**src/rtl/ripple_carry_adder_pkg.sv**
```systemverilog
// Shared constants for the registered ripple-carry adder.
package ripple_carry_adder_pkg;

    localparam int ADDER_WIDTH_DEFAULT = 4;

endpackage

```
**src/rtl/ripple_carry_adder_full_adder.sv**
```systemverilog
// One-bit full adder cell; chained by the top level to form the ripple carry path.
module full_adder (
    input  logic a,
    input  logic b,
    input  logic cin,
    output logic s,
    output logic cout
);

    logic p;

    assign p    = a ^ b;
    assign s    = p ^ cin;
    assign cout = (a & b) | (cin & p);

endmodule

```
**src/rtl/ripple_carry_adder.sv**
```systemverilog
// Registered ripple-carry adder: {cout, s} = a + b + cin with signed overflow flag,
// one-cycle latency, outputs held while in_valid is low.
module ripple_carry_adder
    import ripple_carry_adder_pkg::*;
#(
    parameter int WIDTH = ADDER_WIDTH_DEFAULT
) (
    input  logic             clk,
    input  logic             rst,
    input  logic             in_valid,
    input  logic [WIDTH-1:0] a,
    input  logic [WIDTH-1:0] b,
    input  logic             cin,
    output logic [WIDTH-1:0] s,
    output logic             cout,
    output logic             ovf,
    output logic             out_valid
);

    logic [WIDTH:0]   c;
    logic [WIDTH-1:0] sum;
    logic             ovf_next;

    assign c[0] = cin;

    // Carry ripples bit-serially through the chain: c[i+1] comes from cell i.
    for (genvar i = 0; i < WIDTH; i++) begin : g_chain
        full_adder u_fa (
            .a    (a[i]),
            .b    (b[i]),
            .cin  (c[i]),
            .s    (sum[i]),
            .cout (c[i+1])
        );
    end

    assign ovf_next = c[WIDTH] ^ c[WIDTH-1];

    always_ff @(posedge clk or posedge rst) begin
        if (rst) begin
            s         <= '0;
            cout      <= 1'b0;
            ovf       <= 1'b0;
            out_valid <= 1'b0;
        end else begin
            out_valid <= in_valid;
            if (in_valid) begin
                s    <= sum;
                cout <= c[WIDTH];
                ovf  <= ovf_next;
            end
        end
    end

endmodule

```
**config.mk**
```make
export PLATFORM = sky130hd
export DESIGN_NAME = ripple_carry_adder
export DESIGN_NICKNAME = d
export VERILOG_FILES = /design/src/rtl/ripple_carry_adder_pkg.sv /design/src/rtl/ripple_carry_adder_full_adder.sv /design/src/rtl/ripple_carry_adder.sv
export SDC_FILE = /design/constraint.sdc
export NUM_CORES = 1
export LEC_CHECK = 0
export BUFFER_PORTS_ARGS = -buffer_cell sky130_fd_sc_hd__buf_2
export CAP_MARGIN = 30
export CORE_AREA = 2 2 39 41
export DETAILED_ROUTE_END_ITERATION = 8
export DIE_AREA = 0 0 41 43
export GPL_TIMING_DRIVEN = 0
export SLEW_MARGIN = 0
export SYNTH_ARGS = -nofsm -noshare
export SYNTH_HDL_FRONTEND = slang
export SYNTH_SLANG_ARGS = --single-unit
```
**constraint.sdc**
```tcl
create_clock -name clk -period 0.9 [get_ports clk]
set_clock_uncertainty 0.1 [all_clocks]
set_input_delay 0.18 -clock clk [delete_from_list [all_inputs] [get_ports clk]]
set_output_delay 0.18 -clock clk [all_outputs]
set_load 0.02 [all_outputs]
```
After elaboration in Yosys (flattened, before gate mapping)
Cells that the tools add are included.

word-level totals
  bits in registers = 7
  input port bits = 12
  output and inout port bits = 7
  word-level logic and storage cells = 25

cells by class
  bitwise logic cells = 21

operators with widths
  kind               number
  XOR 1 bit          9
  bitwise AND 1 bit  8
  bitwise OR 1 bit   4

Logic depth before layout (Yosys ltp)
Gate-level depths: netlist of the first run.

  depth after elaboration = 10
  depth in mapped cells = 9
  mapped depth without buffers = 9

Hierarchy
A second synthesis of the first run with hierarchy kept.

unflattened totals
  cells, all modules = 21
  area total of the unflattened synthesis = 362.8 µm²

modules (own cells, without submodules)
  module              instances  cells each  area an instance (µm²)  seq. area each (µm²)
  ripple_carry_adder  1          17          282.8                   175.2
  full_adder          4          1           20.0                    0.0

Worst setup path after synthesis of the first run
No wires, ideal clock.

  kind = in2reg
  start point = in a[0]
  end point = reg ovf
  setup time = 0.125 ns
  data arrival time = 1.784 ns
  required time = 0.675 ns
  slack = -1.109 ns
  cell stages on the path = 9
  buffers on the path = 0
  cell sequence = fa_1 inv_1 fa_1 inv_1 fa_1 inv_1 fa_1 xnor2_1 mux2_4

on the way
  cells in the longest elaborated chain, start to end = 10
  elaborated cells between the ends (all ways) = 11
  those cells by class = bitwise: 11

ends and longest elaborated chain
  element               RTL line                             text
  start, declared       ripple_carry_adder.sv:11             input logic [WIDTH-1:0] a,
  XOR 1 bit             ripple_carry_adder_full_adder.sv:12  assign p = a ^ b;
  bitwise AND 1 bit     ripple_carry_adder_full_adder.sv:14  assign cout = (a & b) | (cin & p);
  bitwise OR 1 bit *    ripple_carry_adder_full_adder.sv:14
  bitwise AND 1 bit *   ripple_carry_adder_full_adder.sv:14
  bitwise OR 1 bit *    ripple_carry_adder_full_adder.sv:14
  bitwise AND 1 bit *   ripple_carry_adder_full_adder.sv:14
  bitwise OR 1 bit *    ripple_carry_adder_full_adder.sv:14
  bitwise AND 1 bit     ripple_carry_adder_full_adder.sv:14
  bitwise OR 1 bit      ripple_carry_adder_full_adder.sv:14
  XOR 1 bit *           ripple_carry_adder.sv:37             assign ovf_next = c[WIDTH] ^ c[WIDTH-1];
  end signal, assigned  ripple_carry_adder.sv:50             ovf <= ovf_next;
  end, declared         ripple_carry_adder.sv:16             output logic ovf,

Every way passes the cells marked *; elsewhere a longest branch is shown, timed or not.
A chain may end at the register's enable or synchronous reset.

Final worst setup path of the first run
Same ends and word-level chain as after synthesis.

==> run_results.csv, run 1 <==
group,metric,value,unit
worst_setup_path,critPathSlowestCell,"fa_2",
drt,ant_nets,0,
cts,htreeDepth,1,
die,start_util,27.22,%
sta,slew_viol_final,0,
cts,clock_latency,0.24,ns
cts,clk_pin_slew,0.05,ns
die,core,0.001384,mm²
worst_setup_path,path_common_cell,"fa_2",
sta,slew_headroom,82.74,%
yosys,yosysTopAreaCellShare,46.51,%
cts,cts_max_path_buffers,2,
power,p_leak,0.3411,nW
cells_and_area,syn2layout_area_growth,77.08,%
sta,rsz0062_at_grt,"true",
drt,wl_per_cell,9.654,µm
placement,placement.io_buffers,18,
hold_path,holdCritPathClass,"input port to flip-flop",
power,cellPowerDensity,1746,mW/mm²
cts,root_buffer,"clkbuf_4",
yosys,synth.cell_area,376.6,µm²
outcome,violations,"negative setup slack",
grt,grt_pass1_vias,301,
yosys,synth_largest_area_cell,"dfrtp_1",
grt,antenna_found_initial,0,
die,rows,14,
die,ios,19,
sta,fin_tns_setup,-4.586,ns
die,fp.dieW,41,µm
power,p_total,0.001165,W
cts,cts_tree,"built",
sta,finalCritPeriodShare,201.2,%
cells_and_area,diodes,0,
grt,grt_max_degree,10,
placement,routabilityCongestion,0.6627,
yosys,syn_area_per_cell,12.55,µm²
cts,numCtsBuffers,3,
yosys,ys_types,8,
cells_and_area,fin_nets,79,
sta,period_minus_slack,1.810,ns
cts,clock-sinks,7,
placement,post-dp-hpwl,565.3,µm
worst_setup_path,arrival,1.84,ns
worst_setup_path,cpLargestDelayFamily,"adder cells",
power,ir_worst_vdd,0.6927,mV
worst_setup_path,worstPathRequired,0.93,ns
sta,hold_viol_final,0,
sta,max_freq,552.4,MHz
drt,vias,307,
worst_setup_path,crit_chain,"buf_6 > fa_2 > inv_2 > fa_2 > inv_2 > fa_2 > inv_2 > fa_2 > xnor2_1 > mux2_4",
worst_setup_path,crit_path_start_kind,"input port",
sta,finalSetupViolations,13,
yosys,yosys-top-cells-area,"dfrtp_1, fa_1, mux2_4",
drt,post_drt_via_cell_ratio,3.936,
yosys,yosysSeqAreaShare,46.51,%
drt,dr.pass1.iters,2,
yosys,ys_ff_latch,7,
worst_setup_path,max_stage_delay,0.37,ns
worst_setup_path,worst-path-max-fanout,2,
grt,grt_pass1_wl,1269,µm
yosys,syn-num-nets,46,
sta,fin_ws,-0.9104,ns
drt,drt-initial-drc-count,1,
yosys,synth_warnings,0,
sta,worst_pin_slew,0.2586,ns
grt,track_usage,11.45,%
drt,drcViolationCount,0,
outcome,outcome,"complete, but fails checks",
yosys,netlist_instances,30,
job,drv_cap,0,
worst_setup_path,path_buf_inv,4,
worst_setup_path,critPathCaptureType,"flip-flop",
grt,overflow,0,
cells_and_area,drive_above_1_share,66.13,%
drt,drt_wl_total,753,µm
die,die_area,0.001763,mm²
worst_setup_path,critPathKind,"input port to flip-flop",
die,die_y,43,µm
==> cell families (layout without fill, tap and decap cells) <==
logic type	Yosys count	after routing	synth area share [%]
buf+inv	9	41	10.96
simple gates	3	3	2.990
xor+xnor	1	1	2.326
mux	3	3	11.96
flops	7	7	46.51
fa+ha+maj	4	4	21.26
compound gates	3	3	3.986
==> cell usage after synthesis <==
cell     number
fa_1          4
xnor2_1       1
inv_1         8
dfrtp_1       7
nor2_1        3
buf_6         1
a21oi_1       3
mux2_4        3
==> cells in the final DEF, fill, tap and decap left out, drive strengths merged <==
cell type	Yosys	layout
buf	1	27
inv	8	8
dfrtp	7	7
fa	4	4
clkbuf	0	4
mux2	3	3
nor2	3	3
a21oi	3	3
dlygate4sd3	0	2
xnor2	1	1
==> worst paths after layout <==
| kind | startpoint | cells past startpoint | endpoint | slack [ns] |
|---|---|---|---|---|
| min | in_valid | 3 | s[3] | 0.16 |
| max | a[0] | 10 | ovf | -0.91 |
| min reg2reg | s[3] | 2 | s[3] | 0.43 |
| min in group asynchronous | rst | 3 | s[0] | 0.30 |
| max in group asynchronous | rst | 3 | ovf | 0.20 |
| max reg2reg | s[0] | 2 | s[0] | -0.10 |
==> registers in the layout, indices dropped and copies added (netlist names) <==
signal     count
s              4
out_valid      1
ovf            1
cout           1
==> per-stage QoR <==
stage          hold slack [ns]  instances  util, %  worst slack, ns  instance area [µm²]
2_1_floorplan          -0.1166         30        -           -1.032                386.6
3_3_place_gp           0.01524         64    35.90           -1.207                496.7
3_5_place_dp           0.01658         64    35.90           -1.221                496.7
4_1_cts                 0.1585         75    46.56          -0.9052                644.4
5_1_grt                 0.1631         78    48.19          -0.9769                666.9
6_report                0.1584         78    48.19          -0.9104                666.9
==> final cells by class <==
type                       count  area [µm²]
clock buffer                   4       26.28
multi-input combinational     14       173.9
sequential                     7       175.2
timing repair buffer          28       230.2
inverter                       8       30.03
tap                           16       20.02
buffer                         1       11.26
fill                         132       716.9
==> metal layers <==
metal	vias up	track usage, %	wire length, µm
met2	13	16.88	386
met5	-	0	0
met4	0	10.00	31
li1	152	-	-
met3	4	2.094	49
met1	138	13.25	285
==> power breakdown <==
part           leakage (nW)  total (W)  switching (W)  internal, W
Clock                0.0150   0.000281       0.000112     0.000169
Sequential           0.0802   0.000409      0.0000394     0.000370
Combinational         0.246   0.000475       0.000185     0.000290
Total                 0.341    0.00116       0.000336     0.000828
==> tightest hold or removal path, stage by stage <==
cell and delay (ns):
buf_2 0.10, buf_6 0.14, a21oi_2 0.05
==> what timing repair did <==
item,CTS,global route
endpoints found under the setup margin,13,13
buffers inserted,5,3
pin swaps,1,1
endpoints found under the hold margin,8,0
hold buffers,2,0
gates resized for setup,18,0
Note: power is estimated with default switching activity, not from simulation.
==> run 2: changes to the inputs <==
--- a/config.mk
+++ b/config.mk
@@ -10,7 +10,6 @@
 export CORE_AREA = 2 2 39 41
 export DETAILED_ROUTE_END_ITERATION = 8
 export DIE_AREA = 0 0 41 43
-export GPL_TIMING_DRIVEN = 0
 export SLEW_MARGIN = 0
 export SYNTH_ARGS = -nofsm -noshare
 export SYNTH_HDL_FRONTEND = slang
==> run 2 against run 1 <==
The flow still finishes with violations (negative setup slack); final cell count unchanged; setup slack better by 0.010 ns; global-route usage rose by 0.84 points; combinational power is 3% higher; highest routed layer unchanged.
==> run_results.csv, run 2 (synthesized netlist as in run 1, its figures left out) <==
group,metric,value,unit
hold_path,hp-start,"in_valid",
die,ios,19,
cells_and_area,final_core_util,48.55,%
worst_setup_path,r2r_start,"s[3]",
grt,track_usage,12.28,%
worst_setup_path,crit_path_start_kind,"input port",
placement,dpl.cell_count,66,
grt,grt_max_degree,8,
job,drv_cap,0,
cts,cts_max_path_buffers,2,
cts,clock_latency,0.25,ns
drt,post_drt_via_cell_ratio,4.128,
die,die_y,43,µm
cts,htreeDepth,1,
worst_setup_path,critPathCaptureType,"flip-flop",
cts,clk_pin_slew,0.05,ns
cts,numCtsBuffers,3,
power,cellPowerDensity,1767,mW/mm²
worst_setup_path,worstPathRequired,0.94,ns
drt,drt_wl_total,814,µm
outcome,outcome,"complete, but fails checks",
worst_setup_path,critPathKind,"input port to flip-flop",
drt,drt-initial-drc-count,1,
cells_and_area,drive_above_1_share,70.97,%
cts,root_buffer,"clkbuf_4",
sta,slew_viol_final,0,
drt,dr.pass1.iters,2,
outcome,violations,"negative setup slack",
worst_setup_path,worst-path-max-fanout,2,
power,p_leak,0.3424,nW
cells_and_area,largest_reg_flops,4,
grt,overflow,0,
placement,placement.io_buffers,18,
power,ir_worst_vdd,0.7725,mV
cts,clock-sinks,7,
sta,hold_ws,0.05223,ns
drt,ant_nets,0,
die,die_area,0.001763,mm²
sta,worst_pin_slew,0.2522,ns
cts,cts_tree,"built",
cells_and_area,fin_nets,79,
sta,rsz0062_at_grt,"true",
die,fp.dieW,41,µm
placement,routabilityCongestion,0.6588,
sta,period_minus_slack,1.800,ns
cells_and_area,final_cell_mix,"buf_6, buf_2, buf_4",
sta,slew_headroom,83.17,%
grt,grt_pass1_wl,1324,µm
cells_and_area,syn2layout_area_growth,78.41,%
worst_setup_path,setup.worst_path.start,"a[0]",
sta,fin_tns_setup,-4.668,ns
hold_path,holdCritPathClass,"input port to flip-flop",
placement,post-place-ws,-1.204,ns
die,start_util,27.22,%
sta,max_freq,555.6,MHz
drt,drcViolationCount,0,
sta,fin_ws,-0.8999,ns
die,core,0.001384,mm²
grt,antenna_found_initial,0,
drt,vias,322,
grt,grt_pass1_vias,322,
sta,finalSetupViolations,13,
cells_and_area,stdcell_count,78,
die,rows,14,
drt,wl_per_cell,10.44,µm
worst_setup_path,arrival,1.84,ns
cells_and_area,diodes,0,
cells_and_area,layout_commonest_cell,"buf_6",
sta,finalCritPeriodShare,200.0,%
cells_and_area,regMostFlops,"s",
sta,hold_viol_final,0,
[run 2: routing by layer]
layer	global-route usage (%)	wire length (µm)	up-vias
li1	-	-	152
met1	12.33	294	151
met2	18.75	450	15
met3	4.712	42	4
met4	10.00	27	0
met5	0	0	-
[run 2: power breakdown]
part,internal (W),switching (W),total (W)
clock,0.000170,0.000121,0.000291
sequential,0.000370,0.0000403,0.000410
combinational,0.000293,0.000194,0.000487
total,0.000832,0.000355,0.00119
[run 2: stage by stage]
step                area [µm²]  power [W]
floorplan                386.6  0.0005997
global placement         508.0  0.0007121
detailed placement       508.0  0.0007244
CTS                      645.6   0.001166
global route             671.9   0.001258
finish                   671.9   0.001187
[run 2: final timing paths]
check	end	slack [ns]	depth (start not counted)
worst min-delay path	out_valid	0.05	1
worst max register to register	s[3]	-0.10	4
max in group asynchronous	ovf	0.21	3
worst max-delay path	ovf	-0.90	10
min in group asynchronous	s[0]	0.29	3
worst min register to register	ovf	0.44	1
[run 2: what timing repair did]
| item | in CTS | in global routing |
|---|---|---|
| endpoints found under the hold margin | 7 | 0 |
| hold buffers | 1 | 0 |
| setup buffers | 5 | 3 |
| pin swaps | 1 | 1 |
| endpoints found under the setup margin | 13 | 13 |
| gates resized for setup | 20 | 1 |
[run 2: worst max-delay path, stage by stage]
cell	delay (ns)
buf_6	0.09
fa_2	0.37
inv_2	0.06
fa_2	0.18
inv_2	0.04
fa_2	0.34
inv_2	0.06
fa_2	0.20
xnor2_1	0.07
mux2_4	0.25
[run 2: area by class of cell]
type | instances | area [µm²]
fillers | 128 | 711.9
well taps | 16 | 20.02
inverters | 8 | 30.03
clock buffers | 4 | 26.28
flip-flops and latches | 7 | 175.2
repair buffers | 29 | 239.0
multi-input cells | 14 | 181.4
==> run 3: changes to the inputs <==
--- a/config.mk
+++ b/config.mk
@@ -10,6 +10,7 @@
 export CORE_AREA = 2 2 39 41
 export DETAILED_ROUTE_END_ITERATION = 8
 export DIE_AREA = 0 0 41 43
+export REMOVE_ABC_BUFFERS = 1
 export SLEW_MARGIN = 0
 export SYNTH_ARGS = -nofsm -noshare
 export SYNTH_HDL_FRONTEND = slang
==> run 3 against run 2 <==
The run still ends with negative setup slack left; die area is the same; sequential share of layout area is 0.24 points lower; critical path depth is the same; worst hold slack better by 0.070 ns; utilization is 0.45 points higher; setup slack got worse by 0.023 ns; non-clock buffer count is 1 lower; power shrank 0.86%; clock power down 4%; flip-flop and latch count unchanged.
==> run_results.csv, run 3 (synthesized netlist as in run 1, its figures left out) <==
group,metric,value,unit
outcome,outcome,"complete, but fails checks",
outcome,violations,"negative setup slack",
power,ir_worst_vdd,0.6037,mV
cts,root_buffer,"clkbuf_4",
cells_and_area,final.fill_count,123,
cts,clk_pin_slew,0.06,ns
sta,max_freq,548.7,MHz
sta,rsz0062_at_grt,"true",
die,start_util,27.22,%
sta,slew_headroom,82.38,%
cells_and_area,fin_nets,78,
worst_setup_path,worst-path-max-fanout,2,
sta,worst_pin_slew,0.2641,ns
cts,cts_tree,"built",
drt,wl_per_cell,10.32,µm
grt,antenna_found_initial,0,
grt,overflow,0,
cells_and_area,regMostFlops,"s",
drt,vias,309,
drt,drcViolationCount,0,
drt,drt_wl_total,795,µm
grt,grt_max_degree,8,
cts,clock-sinks,7,
die,core,0.001384,mm²
sta,slew_viol_final,0,
placement,placement.io_buffers,18,
die,die_area,0.001763,mm²
worst_setup_path,rrSetupSlack,-0.11,ns
sta,period_minus_slack,1.823,ns
cells_and_area,largest_reg_flops,4,
cells_and_area,final_cell_mix,"buf_6, buf_2, buf_4",
job,drv_cap,0,
cells_and_area,stdcell_count,77,
grt,grt_pass1_vias,323,
drt,ant_nets,0,
drt,drt-initial-drc-count,0,
sta,fin_ws,-0.9225,ns
cells_and_area,syn2layout_area_growth,80.07,%
cells_and_area,drive_above_1_share,72.13,%
cts,cts_max_path_buffers,2,
worst_setup_path,worstPathRequired,0.93,ns
worst_setup_path,crit_path_start_kind,"input port",
die,die_y,43,µm
die,ios,19,
worst_setup_path,critPathKind,"input port to flip-flop",
sta,finalCritPeriodShare,202.5,%
cells_and_area,final_core_util,49.01,%
grt,track_usage,12.09,%
cells_and_area,layout_commonest_cell,"buf_6",
cts,clock_latency,0.25,ns
grt,grt_pass1_wl,1359,µm
worst_setup_path,critPathCaptureType,"flip-flop",
drt,post_drt_via_cell_ratio,4.013,
hold_path,holdCritPathClass,"input port to flip-flop",
placement,routabilityCongestion,0.6726,
drt,dr.pass1.iters,1,
power,cellPowerDensity,1735,mW/mm²
cts,numCtsBuffers,3,
die,fp.dieW,41,µm
placement,dpl.cell_count,66,
power,p_leak,0.3458,nW
die,rows,14,
cts,htreeDepth,1,
cells_and_area,diodes,0,
sta,hold_viol_final,0,
worst_setup_path,arrival,1.86,ns
sta,finalSetupViolations,13,
-- run 3: cell type report --
cell class	instances	area, µm²	share of cell area [%]
well taps	16	20.02	2.952
clock buffers	4	26.28	3.875
flip-flops and latches	7	175.2	25.83
multi-input cells	14	188.9	27.86
inverters	8	30.03	4.428
repair buffers	28	237.7	35.06
-- run 3: metrics by stage --
stage                     hold slack, ns  setup slack, ns  area, µm²  setup TNS [ns]   power, W
after CTS                         0.1109          -0.9676      644.4          -4.856   0.001139
after floorplan                  -0.1166           -1.109      365.4          -4.546  0.0005819
after global placement           0.01564           -1.284      498.0          -5.537  0.0006999
final                             0.1220          -0.9225      678.2          -4.642   0.001177
after global routing              0.1146          -0.9836      678.2          -5.058   0.001245
after detailed placement         0.01945           -1.294      498.0          -5.653  0.0007074
-- run 3: worst paths after layout --
path / cells past startpoint / from / endpoint
setup / recovery: 10 / a[0] / ovf
hold / removal: 2 / in_valid / s[1]
setup reg to reg: 2 / s[2] / s[2]
hold reg to reg: 1 / s[0] / s[0]
max in group asynchronous: 3 / rst / cout
min in group asynchronous: 3 / rst / s[1]
-- run 3: power breakdown --
group          switching [W]  internal [W]
Combinational       0.000195      0.000294
Sequential         0.0000380      0.000370
Clock               0.000111      0.000169
Total               0.000344      0.000833
-- run 3: what timing repair did --
item	4_1_cts	5_1_grt
hold buffers	1	0
hold endpoints to repair	7	0
pin swaps	8	5
setup endpoints to repair	13	13
resized for setup	28	2
buffers inserted	4	3
-- run 3: critical path, cell delays in order --
cell and delay, ns:
buf_8 0.10, fa_2 0.37, inv_2 0.06, fa_2 0.18
inv_2 0.04, fa_2 0.34, inv_2 0.06, fa_2 0.22
xnor2_2 0.06, mux2_4 0.25
-- run 3: routing by layer --
metal | vias to the layer above | global-route usage (%) | share of wire (%)
met4 | 0 | 8.000 | 2.4
li1 | 149 | - | -
met5 | - | 0 | 0
met1 | 149 | 12.04 | 37
met3 | 2 | 3.141 | 4.0
met2 | 9 | 20.31 | 56
